**config.mk**
```make
export PLATFORM = sky130hd
export DESIGN_NAME = sram_axi_bridge
export DESIGN_NICKNAME = d
export VERILOG_FILES = /design/src/rtl/sram_axi_bridge_pkg.sv /design/src/rtl/sram_axi_bridge_req_slot.sv /design/src/rtl/sram_axi_bridge.sv
export SDC_FILE = /design/constraint.sdc
export NUM_CORES = 1
export LEC_CHECK = 0
export BUFFER_PORTS_ARGS = -buffer_cell sky130_fd_sc_hd__buf_2
export CAP_MARGIN = 20
export CORE_AREA = 3 3 140 142
export DETAILED_ROUTE_END_ITERATION = 10
export DIE_AREA = 0 0 143 145
export PLACE_DENSITY = 0.65
export REMOVE_ABC_BUFFERS = 1
export SLEW_MARGIN = 5
export SYNTH_ARGS = -nofsm -noshare
export SYNTH_HDL_FRONTEND = slang
export SYNTH_HIERARCHICAL = 1
export SYNTH_SLANG_ARGS = --single-unit
```
**constraint.sdc**
```tcl
create_clock -name clk -period 2.5 [get_ports clk]
set_clock_uncertainty 0.1 [all_clocks]
set_input_delay 0.375 -clock clk [delete_from_list [all_inputs] [get_ports clk]]
set_output_delay 0.375 -clock clk [all_outputs]
set_load 0.02 [all_outputs]
```
**src/rtl/sram_axi_bridge_pkg.sv**
```systemverilog
// Shared constants and request payload types for the SRAM-to-AXI bridge.
package sram_axi_bridge_pkg;

  localparam logic [3:0] ID_INST    = 4'd0;
  localparam logic [3:0] ID_DATA    = 4'd1;
  localparam logic [1:0] BURST_INCR = 2'b01;
  localparam logic [2:0] SIZE_WORD  = 3'd2;
  localparam logic [7:0] LEN_SINGLE = 8'd0;

  typedef struct packed {
    logic [3:0]  id;
    logic [31:0] addr;
    logic [2:0]  size;
  } ar_req_t;

  typedef struct packed {
    logic [31:0] addr;
    logic [2:0]  size;
  } aw_req_t;

  typedef struct packed {
    logic [31:0] data;
    logic [3:0]  strb;
  } w_req_t;

endpackage

```
**src/rtl/sram_axi_bridge_req_slot.sv**
```systemverilog
// Single-entry valid+payload holding register; loads on grant, empties on ready.
module axi_req_slot #(
  parameter int W = 32
) (
  input  logic         clk,
  input  logic         resetn,
  input  logic         load,
  input  logic [W-1:0] load_data,
  input  logic         ready,
  output logic         valid,
  output logic [W-1:0] data
);

  // load only ever happens while the slot is empty, so it cannot collide with ready
  always_ff @(posedge clk or negedge resetn) begin
    if (!resetn) begin
      valid <= 1'b0;
      data  <= '0;
    end else if (load) begin
      valid <= 1'b1;
      data  <= load_data;
    end else if (ready) begin
      valid <= 1'b0;
    end
  end

endmodule

```
**src/rtl/sram_axi_bridge.sv**
```systemverilog
// Bridges the core's SRAM-style fetch and load/store channels onto single-beat AXI.
module sram_axi_bridge
  import sram_axi_bridge_pkg::*;
(
  input  logic        clk,
  input  logic        resetn,
  input  logic        inst_req,
  input  logic [31:0] inst_addr,
  output logic        inst_addr_ok,
  output logic        inst_data_ok,
  output logic [31:0] inst_rdata,
  input  logic        data_req,
  input  logic        data_wr,
  input  logic [3:0]  data_wstrb,
  input  logic [2:0]  data_size,
  input  logic [31:0] data_addr,
  input  logic [31:0] data_wdata,
  output logic        data_addr_ok,
  output logic        data_data_ok,
  output logic [31:0] data_rdata,
  output logic [3:0]  arid,
  output logic [31:0] araddr,
  output logic [7:0]  arlen,
  output logic [2:0]  arsize,
  output logic [1:0]  arburst,
  output logic        arvalid,
  input  logic        arready,
  input  logic [3:0]  rid,
  input  logic [31:0] rdata,
  input  logic        rvalid,
  output logic        rready,
  output logic [3:0]  awid,
  output logic [31:0] awaddr,
  output logic [7:0]  awlen,
  output logic [2:0]  awsize,
  output logic [1:0]  awburst,
  output logic        awvalid,
  input  logic        awready,
  output logic [31:0] wdata,
  output logic [3:0]  wstrb,
  output logic        wlast,
  output logic        wvalid,
  input  logic        wready,
  input  logic        bvalid,
  output logic        bready
);

  logic    rst_done;
  logic    inst_out, data_rd_out, wr_out;
  logic    data_rd_req, rd_ok_data, wr_ok;
  logic    inst_acc, data_rd_acc, wr_acc;
  logic    r_inst, r_data, b_done;
  ar_req_t ar_next, ar_q;
  aw_req_t aw_next, aw_q;
  w_req_t  w_next, w_q;

  // Held low for the first cycle after reset so handshake outputs stay quiet until then
  always_ff @(posedge clk or negedge resetn) begin
    if (!resetn) rst_done <= 1'b0;
    else         rst_done <= 1'b1;
  end

  assign data_rd_req  = data_req && !data_wr;
  assign rd_ok_data   = rst_done && !arvalid && !data_rd_out && !wr_out;
  assign wr_ok        = rst_done && !awvalid && !wvalid && !wr_out && !data_rd_out;
  assign data_addr_ok = data_wr ? wr_ok : rd_ok_data;
  assign inst_addr_ok = rst_done && !arvalid && !inst_out && !data_rd_req;

  assign inst_acc    = inst_req && inst_addr_ok;
  assign data_rd_acc = data_rd_req && data_addr_ok;
  assign wr_acc      = data_req && data_wr && data_addr_ok;

  assign r_inst = rst_done && rvalid && (rid == ID_INST);
  assign r_data = rst_done && rvalid && (rid == ID_DATA);
  assign b_done = rst_done && bvalid;

  always_comb begin
    ar_next = '{id: ID_INST, addr: inst_addr, size: SIZE_WORD};
    if (data_rd_acc) ar_next = '{id: ID_DATA, addr: data_addr, size: data_size};
    aw_next = '{addr: data_addr, size: data_size};
    w_next  = '{data: data_wdata, strb: data_wstrb};
  end

  always_ff @(posedge clk or negedge resetn) begin
    if (!resetn) begin
      inst_out    <= 1'b0;
      data_rd_out <= 1'b0;
      wr_out      <= 1'b0;
    end else begin
      if (inst_acc)         inst_out <= 1'b1;
      else if (r_inst)      inst_out <= 1'b0;
      if (data_rd_acc)      data_rd_out <= 1'b1;
      else if (r_data)      data_rd_out <= 1'b0;
      if (wr_acc)           wr_out <= 1'b1;
      else if (b_done)      wr_out <= 1'b0;
    end
  end

  axi_req_slot #(.W($bits(ar_req_t))) u_ar_slot (
    .clk(clk), .resetn(resetn), .load(inst_acc || data_rd_acc), .load_data(ar_next),
    .ready(arready), .valid(arvalid), .data(ar_q)
  );

  axi_req_slot #(.W($bits(aw_req_t))) u_aw_slot (
    .clk(clk), .resetn(resetn), .load(wr_acc), .load_data(aw_next),
    .ready(awready), .valid(awvalid), .data(aw_q)
  );

  axi_req_slot #(.W($bits(w_req_t))) u_w_slot (
    .clk(clk), .resetn(resetn), .load(wr_acc), .load_data(w_next),
    .ready(wready), .valid(wvalid), .data(w_q)
  );

  assign arid    = ar_q.id;
  assign araddr  = ar_q.addr;
  assign arsize  = ar_q.size;
  assign arlen   = LEN_SINGLE;
  assign arburst = BURST_INCR;

  assign awid    = ID_DATA;
  assign awaddr  = aw_q.addr;
  assign awsize  = aw_q.size;
  assign awlen   = LEN_SINGLE;
  assign awburst = BURST_INCR;
  assign wdata   = w_q.data;
  assign wstrb   = w_q.strb;
  assign wlast   = 1'b1;

  assign rready       = rst_done;
  assign bready       = rst_done;
  assign inst_data_ok = r_inst;
  assign inst_rdata   = rdata;
  assign data_data_ok = r_data || b_done;
  assign data_rdata   = rdata;

endmodule
```
Yosys cells after proc, flatten, opt, wreduce, memory -nomap -nowiden --
Index checks and enable logic that the tools add are counted.
Word-level totals: flip-flop bits (word level) 117, logic and storage cells 60
Operators by class: equality and inequality tests 1, muxes and demuxes 14, reduce and logical (&&, ||, !) cells 35
Operators by type and width (count):
- $mux 36 | 1
- $logic_and 1x1->1 | 18
- $mux 1 | 13
- $reduce_bool 2->1 | 6
- $logic_not 1->1 | 8
- $eq 4x1->1 const B | 1
- $logic_not 4->1 | 1
- $logic_or 1x1->1 | 2

Logic depth before layout (Yosys ltp) --
depth in word-level cells 9, gate-level depth with buffers 6

Modules after synthesis --
The synthesis kept the hierarchy.
By module, submodules not included:
- axi_req_slot (u_w_slot) | instances 1, cells each 79, area each 1522.7 sq um, sequential area each 925.9 sq um
- axi_req_slot (u_ar_slot) | instances 1, cells each 85, area each 1496.4 sq um, sequential area each 1001.0 sq um
- axi_req_slot (u_aw_slot) | instances 1, cells each 77, area each 1486.4 sq um, sequential area each 900.9 sq um
- sram_axi_bridge | instances 1, cells each 156, area each 1461.4 sq um, sequential area each 100.1 sq um

Worst setup path before layout --
No wires, ideal clock.
kind reg2reg, from reg rst_done, in the netlist bready, to reg u_ar_slot.data[0], setup time 125 ps, arrival time 2176 ps, setup slack 99 ps, cell stages (with the launch flop) 6, path buffers 1, cells stage by stage dfrtp_1 > and2b_2 > nor3b_1 > a21o_1 > buf_6 > mux2_2
Between the ends: elaborated cells on any way between the ends 14, those cells by class 2 x mux; 12 x reduce/logical
RTL lines:
- start, declared | line sram_axi_bridge.sv:48 | logic rst_done;
- start signal, assigned | line sram_axi_bridge.sv:59 | if (!resetn) rst_done <= 1'b0;
- start signal, assigned | line sram_axi_bridge.sv:60 | else rst_done <= 1'b1;
- $logic_and 1x1->1 (3 in series) | line sram_axi_bridge.sv:67 | assign inst_addr_ok = rst_done && !arvalid && !inst_out && !data_rd_req;
- via inst_addr_ok | line sram_axi_bridge.sv:9 | output logic inst_addr_ok,
- $logic_and 1x1->1 | line sram_axi_bridge.sv:69 | assign inst_acc = inst_req && inst_addr_ok;
- $logic_or 1x1->1 | line sram_axi_bridge.sv:100 | .clk(clk), .resetn(resetn), .load(inst_acc || data_rd_acc), .load_data(ar_next),
- end signal, assigned | line sram_axi_bridge_req_slot.sv:21 | data <= load_data;
- end, declared | line sram_axi_bridge_req_slot.sv:11 | output logic [W-1:0] data
The timed path passes the listed nets, and every way through them passes these cells. A chain may end at the register's enable or synchronous reset.

Final worst setup path --
from reg rst_done, in the netlist bready, to out inst_addr_ok
Between the ends: longest elaborated chain between the ends 3
RTL lines (line):
- $logic_and 1x1->1 (3 in series) | sram_axi_bridge.sv:67
- end, declared | sram_axi_bridge.sv:9
No other way between the ends.

==> results.ini <==
[logic_synthesis]
synth_edf_count = 0
synth_seq_cells = 117
syn_inst = 397
ys_async_sr_fraction = 1.00
synth.most_common_cell = dfrtp_1
ys_seq_area_frac = 0.491
synth_top_area_frac = 0.491
yosys-top-cells-area = dfrtp_1 49%, mux2_4 22%, buf_4 11%, mux2_2 10%, buf_12 2.0%
synth_area_mm2 = 0.00597
synth_common_cells = 117 x dfrtp_1, 90 x buf_4, 88 x mux2_4
synthDistinctLibCells = 26
synth_ff_type = dfrtp_1
yosysTopAreaCell = dfrtp_1
synth-warning-count = 6
syn_area_per_cell_um2 = 15.0

[final_layout]
multi_input_area_mm2 = 0.00223
antenna_cells = 0
top_regs = u_ar_slot/data x39, u_w_slot/data x36, u_aw_slot/data x35
final-seq-area_mm2 = 0.00293
final_nets = 731
drive_gt1_frac = 0.706
utilization = 0.396
fill_cells = 1797
top_register = u_ar_slot/data
syn2layout_area_growth_pct = 23.2
largest_reg_flops = 39

[detailed_routing]
drt-pass1-iter-count = 4
drt-total-wl_um = 16000
dr.first_iter.drc_count = 89
drc = 0
num_vias = 3622
via_per_inst = 4.37
route.antenna.remaining_nets = 0
wl_per_cell_um = 19.3

[critical_path]
cp_num_buf_inv = 1
arrival_ps = 1640
regToRegSetupSlack_ps = 440
worstSetupEndpointType = output pin
start_kind = flop
critical_path.top_delay_family = simple AND/OR/NAND/NOR gates
slowest_delay_ps = 440
critical-path-slowest-cell = dfrtp_1
crit_required_ps = 2030
critPathKind = flop to output pin
crit_chain = and2b_2 > nor3b_1 > buf_2
critical_path.max_fanout = 7

[die]
fp.dieH_um = 145
rows = 50
fp.dieW_um = 143
core_area_mm2 = 0.0186
initial_utilization = 0.321
io_pins = 357
design.die.area_mm2 = 0.0207

[global_route]
grt_pass1_wl_um = 23600
grt_max_degree = 70
grt_usage = 0.154
grt_pass1_vias = 3894
antenna_found_initial = 0
gr-total-overflow = 0

[timing]
fin_crit_sh = 0.846
final_hold_viol_count = 0
holdWs_ps = 95.0
rsz0062_at_grt = false
timing.final.crit_period_ps = 2120
maxClockFrequency_mhz = 473
drv_slew = 0
setup_tns_ps = 0
setup_viol = 0

[clock_network]
cts_sinks = 117
root_buffer = clkbuf_16
clk_latency_ps = 400
cts_buffers = 17
cts_tree = yes
cts-resized-gates = 0
clk_pin_slew_ps = 60
htreeDepth = 4
cts_max_path_buffers = 2
cts_setup_buffers = 0

[power_and_ir_drop]
power.leakage_nw = 3.84
p_per_area_mw_per_mm2 = 1280
p_total_mw = 9.41
peakVddDrop_uv = 704

[min_path]
hold_class = primary input to flop

[placement]
hpwlAfterDp_um = 12300
place.port_buffers = 235
gp_congestion = 0.731

[status]
status = finished clean

[flow_run]
maxCapViolations = 0

## power breakdown
| group | internal (mW) | switching (mW) |
|---|---|---|
| clock network | 1.48 | 0.910 |
| registers | 2.79 | 0.453 |
| logic | 1.75 | 2.03 |
## path summary, 6_finish.rpt
check / to / cells after the start / from
setup reg to reg: u_aw_slot/data[34]$_DFFE_PN0P_ / 5 / u_w_slot/valid$_DFFE_PN0P_
min in group asynchronous: u_w_slot/data[17]$_DFFE_PN0P_ / 2 / resetn
setup / recovery: inst_addr_ok / 3 / bready$_DFF_PN0_
max in group asynchronous: u_ar_slot/data[7]$_DFFE_PN0P_ / 3 / resetn
hold reg to reg: u_ar_slot/data[26]$_DFFE_PN0P_ / 1 / u_ar_slot/data[26]$_DFFE_PN0P_
hold / removal: u_w_slot/data[28]$_DFFE_PN0P_ / 2 / data_wdata[24]
## cell families after synthesis
family,Yosys count,share of synthesized area
and+or+nand+nor,18,0.0208
AOI/OAI and AO/OA,8,0.0105
muxes,142,0.323
DFF,117,0.491
other,2,0.00126
buffers and inverters,110,0.153
## worst register-to-register path, stage by stage (launching register included)
cell and delay, ps:
dfrtp_1 410, nand4bb_1 190, nor3_1 250, and2_4 290
buf_12 290, mux2_2 430
## placed cells by master, fill, tap and decap left out
master         netlist  final
nor3b_1              1      1
nand3_1              1      1
and3_1               1      1
bufinv_16            0      2
nand2b_1             1      1
buf_12               6      4
a22o_1               1      1
a21o_2               0      1
and2_4               0      1
o21bai_1             1      1
and2b_1              1      1
nor4b_1              1      1
clkbuf_1             0      1
dlygate4sd3_1        0      1
nor2_1               1      1
and2b_2              1      1
inv_1                5      5
nand2_1              3      3
o2bb2ai_1            1      1
mux2_4              88     88
buf_2                0    234
clkinv_4             0      4
a21o_1               5      4
inv_6                0      3
mux2_2              54     54
clkinvlp_4           0      3
buf_4               90      5
conb_1               2     29
nand3_4              1      1
clkbuf_16            0     17
clkinv_2             0      2
and2_1               3      2
nand4bb_1            1      1
nor4_1               1      1
nor3_1               1      1
dfrtp_1            117    117
## repair_timing
action | 4_1_cts | 5_1_grt
endpoints found under the setup margin | 0 | 0
hold buffers | 1 | 0
endpoints found under the hold margin | 19 | 0
## layout make-up
class                   count  area share
clock buffers              18      0.0584
clock inverters            14      0.0209
inverters                   5     0.00255
multi-input cells         197       0.303
flip-flops and latches    117       0.398
well taps                 234      0.0398
repair buffers            244       0.177
## stage by stage
| stage | cells | cell area [µm²] | setup WS, ps |
|---|---|---|---|
| finish | 829 | 7350 | 384 |
| global route | 829 | 7350 | 270 |
| CTS | 829 | 7350 | 349 |
| floorplan | 319 | 5170 | -1660 |
| global placement | 796 | 6760 | 460 |
| detailed placement | 796 | 6760 | 427 |
## per-layer routing
metal  vias up  global-route usage  part of all wire
met5         -              0.0752            0.0071
met4         2              0.0480             0.018
met3        20               0.131              0.17
met2       257               0.199              0.40
met1      1732               0.183              0.41
li1       1611                   -                 -
(Power assumes the default switching activity.)
